File: src/rtl/fpu_addsub_param.sv
`default_nettype none
// ============================================================================
//  Module      : fpu_addsub_param
//  Description : Multi-cycle parametrised floating-point adder/subtractor with
//                start/busy/done handshake and round-to-nearest-even.
//                Word format {sign, exponent[EXP_W], mantissa[MAN_W]},
//                hidden leading one, exponent field 0 means zero.
//  Revision    : 1.0 - initial release
// ============================================================================
module fpu_addsub_param #(
    parameter  int EXP_W = 10,
    parameter  int MAN_W = 21,
    localparam int W     = 1 + EXP_W + MAN_W
) (
    input  logic         clock_100Khz,
    input  logic         reset,
    input  logic         start_in,
    input  logic         op_sub_in,
    input  logic [W-1:0] Op_A_in,
    input  logic [W-1:0] Op_B_in,
    output logic         busy_out,
    output logic         done_out,
    output logic [W-1:0] data_out,
    output logic [3:0]   status_out
);

    // Mantissa with hidden bit, the same extended by G/R/S, exponent with headroom
    localparam int MW = MAN_W + 1;
    localparam int XW = MAN_W + 4;
    localparam int EW = EXP_W + 1;

    localparam logic [EW-1:0]    EXP_MAX   = EW'((1 << EXP_W) - 1);
    localparam logic [EW-1:0]    EXP_ONE   = EW'(1);
    localparam logic [EXP_W-1:0] ALIGN_LIM = EXP_W'(XW);

    localparam logic [3:0] ST_OVERFLOW  = 4'd0;
    localparam logic [3:0] ST_UNDERFLOW = 4'd1;
    localparam logic [3:0] ST_EXACT     = 4'd2;
    localparam logic [3:0] ST_INEXACT   = 4'd3;

    typedef enum logic [2:0] {
        S_IDLE      = 3'd0,
        S_DECODE    = 3'd1,
        S_ALIGN     = 3'd2,
        S_OPERATE   = 3'd3,
        S_NORMALIZE = 3'd4,
        S_ROUND     = 3'd5,
        S_WRITEBACK = 3'd6
    } state_t;

    state_t           state_q, state_d;
    logic [W-1:0]     a_q, a_d, b_q, b_d;
    logic             sub_q, sub_d;
    logic             big_sign_q, big_sign_d, small_sign_q, small_sign_d;
    logic [MW-1:0]    big_man_q, big_man_d, small_man_q, small_man_d;
    logic [EW-1:0]    exp_q, exp_d;
    logic [EXP_W-1:0] diff_q, diff_d;
    logic             special_q, special_d;
    logic [XW-1:0]    aligned_q, aligned_d;
    logic [XW-1:0]    mant_q, mant_d;
    logic             carry_q, carry_d;
    logic             sign_q, sign_d;
    logic             inexact_q, inexact_d;
    logic [W-1:0]     data_q, data_d;
    logic [3:0]       status_q, status_d;
    logic             done_q, done_d;

    // Operand field views and intermediate arithmetic
    logic [EXP_W-1:0] exp_a, exp_b;
    logic [MW-1:0]    man_a, man_b;
    logic             sign_b_eff;
    logic [XW-1:0]    small_ext, lost_mask, big_ext;
    logic [MW-1:0]    rnd_man;
    logic             rnd_inc;
    logic [MW:0]      rnd_sum;

    assign exp_a      = a_q[W-2:MAN_W];
    assign exp_b      = b_q[W-2:MAN_W];
    assign man_a      = (exp_a == '0) ? '0 : {1'b1, a_q[MAN_W-1:0]};
    assign man_b      = (exp_b == '0) ? '0 : {1'b1, b_q[MAN_W-1:0]};
    assign sign_b_eff = b_q[W-1] ^ sub_q;
    assign small_ext  = {small_man_q, 3'b000};
    assign big_ext    = {big_man_q, 3'b000};
    assign lost_mask  = ~({XW{1'b1}} << diff_q);
    assign rnd_man    = mant_q[XW-1:3];
    assign rnd_inc    = mant_q[2] & (mant_q[1] | mant_q[0] | mant_q[3]);
    assign rnd_sum    = {1'b0, rnd_man} + {{MW{1'b0}}, rnd_inc};

    // Next-state and datapath updates for every stage of the operation
    always_comb begin
        state_d      = state_q;
        a_d          = a_q;
        b_d          = b_q;
        sub_d        = sub_q;
        big_sign_d   = big_sign_q;
        small_sign_d = small_sign_q;
        big_man_d    = big_man_q;
        small_man_d  = small_man_q;
        exp_d        = exp_q;
        diff_d       = diff_q;
        special_d    = special_q;
        aligned_d    = aligned_q;
        mant_d       = mant_q;
        carry_d      = carry_q;
        sign_d       = sign_q;
        inexact_d    = inexact_q;
        data_d       = data_q;
        status_d     = status_q;
        done_d       = 1'b0;

        case (state_q)
            S_IDLE: begin
                if (start_in) begin
                    a_d     = Op_A_in;
                    b_d     = Op_B_in;
                    sub_d   = op_sub_in;
                    state_d = S_DECODE;
                end
            end
            S_DECODE: begin
                special_d = (exp_a == '1) || (exp_b == '1);
                // A wins ties so equal exponents give diff = 0 with A as big
                if (exp_b > exp_a) begin
                    big_sign_d   = sign_b_eff;
                    small_sign_d = a_q[W-1];
                    big_man_d    = man_b;
                    small_man_d  = man_a;
                    exp_d        = {1'b0, exp_b};
                    diff_d       = exp_b - exp_a;
                end else begin
                    big_sign_d   = a_q[W-1];
                    small_sign_d = sign_b_eff;
                    big_man_d    = man_a;
                    small_man_d  = man_b;
                    exp_d        = {1'b0, exp_a};
                    diff_d       = exp_a - exp_b;
                end
                state_d = S_ALIGN;
            end
            S_ALIGN: begin
                if (diff_q >= ALIGN_LIM) begin
                    aligned_d = {{(XW-1){1'b0}}, |small_man_q};
                end else begin
                    aligned_d = (small_ext >> diff_q)
                              | {{(XW-1){1'b0}}, |(small_ext & lost_mask)};
                end
                state_d = S_OPERATE;
            end
            S_OPERATE: begin
                sign_d  = big_sign_q;
                carry_d = 1'b0;
                if (big_sign_q == small_sign_q) begin
                    {carry_d, mant_d} = {1'b0, big_ext} + {1'b0, aligned_q};
                end else if (big_ext >= aligned_q) begin
                    mant_d = big_ext - aligned_q;
                end else begin
                    // Only reachable on equal exponents with B the larger magnitude
                    mant_d = aligned_q - big_ext;
                    sign_d = small_sign_q;
                end
                state_d = S_NORMALIZE;
            end
            S_NORMALIZE: begin
                if (carry_q) begin
                    mant_d  = {1'b1, mant_q[XW-1:2], mant_q[1] | mant_q[0]};
                    carry_d = 1'b0;
                    exp_d   = exp_q + EXP_ONE;
                end else if (mant_q == '0) begin
                    sign_d  = 1'b0;
                    state_d = S_ROUND;
                end else if (!mant_q[XW-1] && (exp_q > EXP_ONE)) begin
                    mant_d = mant_q << 1;
                    exp_d  = exp_q - EXP_ONE;
                end else begin
                    state_d = S_ROUND;
                end
            end
            S_ROUND: begin
                inexact_d = mant_q[2] | mant_q[1] | mant_q[0];
                if (rnd_sum[MW]) begin
                    mant_d = {rnd_sum[MW:1], 3'b000};
                    exp_d  = exp_q + EXP_ONE;
                end else begin
                    mant_d = {rnd_sum[MW-1:0], 3'b000};
                end
                state_d = S_WRITEBACK;
            end
            S_WRITEBACK: begin
                if ((exp_q >= EXP_MAX) || special_q) begin
                    data_d   = {sign_q, {EXP_W{1'b1}}, {MAN_W{1'b0}}};
                    status_d = ST_OVERFLOW;
                end else if ((rnd_man != '0) && !rnd_man[MW-1] && (exp_q == EXP_ONE)) begin
                    data_d   = '0;
                    status_d = ST_UNDERFLOW;
                end else if (rnd_man == '0) begin
                    data_d   = '0;
                    status_d = inexact_q ? ST_INEXACT : ST_EXACT;
                end else begin
                    data_d   = {sign_q, exp_q[EXP_W-1:0], rnd_man[MAN_W-1:0]};
                    status_d = inexact_q ? ST_INEXACT : ST_EXACT;
                end
                done_d  = 1'b1;
                state_d = S_IDLE;
            end
            default: state_d = S_IDLE;
        endcase
    end

    // State register
    always_ff @(posedge clock_100Khz) begin
        if (reset) state_q <= S_IDLE;
        else       state_q <= state_d;
    end

    // Datapath and result registers
    always_ff @(posedge clock_100Khz) begin
        if (reset) begin
            a_q          <= '0;
            b_q          <= '0;
            sub_q        <= 1'b0;
            big_sign_q   <= 1'b0;
            small_sign_q <= 1'b0;
            big_man_q    <= '0;
            small_man_q  <= '0;
            exp_q        <= '0;
            diff_q       <= '0;
            special_q    <= 1'b0;
            aligned_q    <= '0;
            mant_q       <= '0;
            carry_q      <= 1'b0;
            sign_q       <= 1'b0;
            inexact_q    <= 1'b0;
            data_q       <= '0;
            status_q     <= ST_EXACT;
            done_q       <= 1'b0;
        end else begin
            a_q          <= a_d;
            b_q          <= b_d;
            sub_q        <= sub_d;
            big_sign_q   <= big_sign_d;
            small_sign_q <= small_sign_d;
            big_man_q    <= big_man_d;
            small_man_q  <= small_man_d;
            exp_q        <= exp_d;
            diff_q       <= diff_d;
            special_q    <= special_d;
            aligned_q    <= aligned_d;
            mant_q       <= mant_d;
            carry_q      <= carry_d;
            sign_q       <= sign_d;
            inexact_q    <= inexact_d;
            data_q       <= data_d;
            status_q     <= status_d;
            done_q       <= done_d;
        end
    end

    assign busy_out   = (state_q != S_IDLE);
    assign done_out   = done_q;
    assign data_out   = data_q;
    assign status_out = status_q;

endmodule
`default_nettype wire

File: config.mk
export PLATFORM = sky130hd
export DESIGN_NAME = fpu_addsub_param
export DESIGN_NICKNAME = d
export VERILOG_FILES = /design/src/rtl/fpu_addsub_param.sv
export SDC_FILE = /design/constraint.sdc
export NUM_CORES = 1
export LEC_CHECK = 0
export ABC_AREA = 1
export CORE_MARGIN = 2
export CORE_UTILIZATION = 55
export CTS_CLUSTER_SIZE = 16
export DETAILED_ROUTE_END_ITERATION = 8
export PLACE_DENSITY = 0.86
export SLEW_MARGIN = 20
export SYNTH_ARGS = -nofsm -noshare
export SYNTH_HDL_FRONTEND = slang
export SYNTH_SLANG_ARGS = --single-unit
File: constraint.sdc
create_clock -name clock_100Khz -period 3 [get_ports clock_100Khz]
set_input_delay 0.6 -clock clock_100Khz [delete_from_list [all_inputs] [get_ports clock_100Khz]]
set_output_delay 0.6 -clock clock_100Khz [all_outputs]
set_load 0.005 [all_outputs]
==> flow_summary.ini <==
[floorplan]
top_level_ports = 106
initial_core_utilization_pct = 55.5
die_x_um = 185
fp.dieArea_mm2 = 0.0340
floorplan.core_area_mm2 = 0.0323
die-height_um = 185
placement_rows = 66

[clocking]
tritoncts = done
clock_tree.htree_level_count = 1
clockBufferDepth = 3
cts_num_sinks = 224
cts_buffers = 25
worst_setup_hold_path_clk_slew_ns = 0.06
clk-insertion-delay-late_ns = 0.54
cts.hold.buffers_added = 0
cts_root_buffer = sky130_fd_sc_hd__clkbuf_16

[final_layout]
antennaDiodeCount = 0
synthToLayoutAreaGrowth_pct = 14.5
finish.instance_area_mm2 = 0.0205
fin_nets = 3173
final_layout_size_suffix_gt1_share_pct = 7.99
n_fill_cell = 3022

[synthesis]
syn-instance-count = 2923
yosysWarningCount = 0
synth_enable_flop_cells = 0
synth_top_cells_by_count = 765 x sky130_fd_sc_hd__nand2_1, 372 x sky130_fd_sc_hd__inv_1, 296 x sky130_fd_sc_hd__a21oi_1
ys.flop_type = sky130_fd_sc_hd__dfxtp_1
ys_seq_area_share_pct = 25.0
synth_seq_cells = 224
synth.most_common_cell = sky130_fd_sc_hd__nand2_1
synth_area_mm2 = 0.0179
netlist_top_cells_area = sky130_fd_sc_hd__dfxtp_1 25%, sky130_fd_sc_hd__nand2_1 16%, sky130_fd_sc_hd__a21oi_1 8.3%
syn-mean-instance-area_um2 = 6.13
synth_top_area_cell = sky130_fd_sc_hd__dfxtp_1
netlist.area_leader.share_pct = 25.0
ys_types = 62
async_flop_share_pct = 0

[sta]
tightestPinTransition_ns = 1.06
finalClockSkew_ns = 0.0207
setup_tns_ns = 0
setup_violations = 0
timing.final.hold_violations = 0
maxSlewHeadroom_pct = 29.5
timing.fmax_mhz = 343
post-route-min-period_ns = 2.92
grt_setup_unrepaired = yes
final_min_period_over_clock_period_pct = 97.2
maxSlewViolCount = 0

[power_and_ir_drop]
power.leakage_nw = 9.42
seq_power_share_pct = 25.0
p_clk_share_pct = 19.2
p_sw_mw = 7.36
cellPowerDensity_mw_per_mm2 = 726
internal_portion_of_total_power_mw = 7.53
power.combinational.fraction_pct = 55.8
switching_share_pct = 49.4
vdd.ir_drop.worst_mv = 0.448

[setup_path]
cp_max_fo = 6
critPathArrivalTime_ns = 3.28
slowest_stage = sky130_fd_sc_hd__ha_1
worst_path_dominant_cell_family = compound AO/OA/AOI/OAI gates
start_kind = register
critical_path.cell_chain = inv_1 -> ha_1 -> buf_4 -> o21ai_0 -> a21oi_1 -> nand2_1 -> nand2_1 -> nand3_1 -> a21oi_1 -> nor2_1 -> o21ai_0 -> a21oi_1
cp.buffers_inverters = 2
cp_slowest_stage_delay_ns = 0.54
worst-setup-path-type = reg2reg
worst_path_most_repeated_cell = sky130_fd_sc_hd__a21oi_1
crit_path_end_kind = register
cp.required_ns = 3.37

[routing]
drt_via_density = 5.91
drt-total-wl_mm = 68.0
drt-initial-drc-count = 2599
wl_per_cell_um = 19.6
remaining_drc_errors = 1
count_of_vias_placed_by_the_detailed_router = 20500
route.antenna.remaining_nets = 0
detailedRoute.firstPassIterationCount = 9

[global_route]
global_route.usage.total_pct = 38.9
grt_antenna_before_repair = 2
global_route.overflow_total = 0
grt_pass1_wl_mm = 104
largest_net_degree_at_the_start_of_global_routing = 87
first_global_vias = 18800

[placed_design]
gp_congestion = 1.03
portBuffers = 103
placedInstanceArea_mm2 = 0.0196
dp_hpwl_mm = 52.9

[run_status]
status = finished with violations
failing_checks = design-rule violations

[flow_run]
timing.max_cap.violations = 0

[worst_hold_path]
hold_path_class = reg2reg
[flip-flops by register name (all words and copies together) (netlist names), 2 cells and up]
| signal | flops |
|---|---|
| aligned_q | 25 |
| mant_q | 25 |
| state_q | 3 |
| b_q | 32 |
| data_out | 32 |
| small_man_q | 22 |
| diff_q | 10 |
| exp_q | 11 |
| status_out | 2 |
| a_q | 32 |
| big_man_q | 22 |
[stage by stage]
stage	util (%)	total power, mW	setup WS (ns)	std cells	hold WS (ns)
6_report	63.5	14.9	0.0825	3471	0.460
5_1_grt	63.5	15.7	-0.0338	3471	0.477
4_1_cts	63.0	14.3	0.0472	3463	0.465
3_5_place_dp	60.7	11.4	-0.0986	3420	0.451
3_3_place_gp	60.7	11.4	-0.0578	3420	0.444
2_1_floorplan	-	8.97	0.727	2924	0.434
[cells by family (layout without fill, tap and decap cells)]
kind of cell	after synthesis	count (layout)	share of synthesized area, %
DFF	224	224	25.0
buffers and inverters	547	649	12.4
xor gates and xnor gates	73	73	3.57
and+or+nand+nor	1290	1293	31.1
other	1	2	0.0209
adders and majority gates	92	92	6.59
AOI/OAI and AO/OA	696	696	21.3
[area by class of cell]
type,count,area (um^2),share of cell area [%]
multi-input cells,2156,11400,55.5
inverters,393,1480,7.22
clock buffers,36,687,3.35
clock inverters,7,41.3,0.201
repair buffers,213,1890,9.21
well taps,442,553,2.70
flip-flops and latches,224,4490,21.9
[cells in the final DEF, fill, tap and decap left out, types with 11 or more instances in the layout]
cell type | synthesis | final
sky130_fd_sc_hd__o21bai_1 | 16 | 15
sky130_fd_sc_hd__nand2_2 | 10 | 11
sky130_fd_sc_hd__o22ai_1 | 14 | 14
sky130_fd_sc_hd__nand2_1 | 765 | 763
sky130_fd_sc_hd__nor3_1 | 31 | 29
sky130_fd_sc_hd__nor4_1 | 12 | 12
sky130_fd_sc_hd__nor2_1 | 185 | 184
sky130_fd_sc_hd__o21ai_1 | 37 | 37
sky130_fd_sc_hd__o211ai_1 | 41 | 41
sky130_fd_sc_hd__xor2_1 | 66 | 64
sky130_fd_sc_hd__inv_2 | 15 | 15
sky130_fd_sc_hd__inv_1 | 372 | 371
sky130_fd_sc_hd__clkdlybuf4s50_1 | 0 | 102
sky130_fd_sc_hd__a21oi_1 | 296 | 296
sky130_fd_sc_hd__dfxtp_1 | 224 | 223
sky130_fd_sc_hd__buf_4 | 19 | 107
sky130_fd_sc_hd__a31oi_1 | 26 | 23
sky130_fd_sc_hd__a22oi_1 | 14 | 14
sky130_fd_sc_hd__ha_1 | 88 | 85
sky130_fd_sc_hd__o21ai_0 | 225 | 225
sky130_fd_sc_hd__nand3_1 | 194 | 193
sky130_fd_sc_hd__nand4_1 | 43 | 43
sky130_fd_sc_hd__clkbuf_16 | 0 | 25
[repair_timing]
item / 4_1_cts / 5_1_grt
setup buffers: 0 / 5
setup endpoints to repair: 11 / 45
resized for setup: 2 / 18
gates cloned: 0 / 3
pin swaps: 0 / 6
[power groups by stage]
stage          Clock, mW  Sequential, mW  Combinational, mW
3_5_place_dp           0            3.76               7.67
6_report            2.86            3.72               8.32
2_1_floorplan          0            3.59               5.38
4_1_cts             2.86            3.70               7.72
3_3_place_gp           0            3.75               7.67
5_1_grt             2.97            3.74               9.02
[metal layers]
layer	part of all wire, %	wire [um]	GRT usage [%]	vias up
li1	-	-	-	9701
met1	41	28100	52.4	9365
met2	43	29300	60.7	1201
met3	9.6	6510	5.45	234
met4	5.9	4010	19.2	2
met5	0.019	13	0	-
[worst paths after layout]
check | startpoint | endpoint | slack (ns) | cells past startpoint
setup / recovery | big_man_q[9] | carry_q | 0.08 | 12
hold / removal | b_q[31] | b_q[31] | 0.46 | 2
setup reg to reg | big_man_q[9] | carry_q | 0.08 | 12
hold reg to reg | b_q[31] | b_q[31] | 0.46 | 2
[worst reg2reg max path: cells and delay by family, from the launching register on]
| kind | cells | cell delay, ns |
|---|---|---|
| buf+inv | 2 | 0.28 |
| fa+ha+maj | 1 | 0.54 |
| flops | 1 | 0.45 |
| compound gates | 5 | 1.01 |
| simple gates | 4 | 0.49 |
Note: power is estimated with default switching activity, not from simulation.
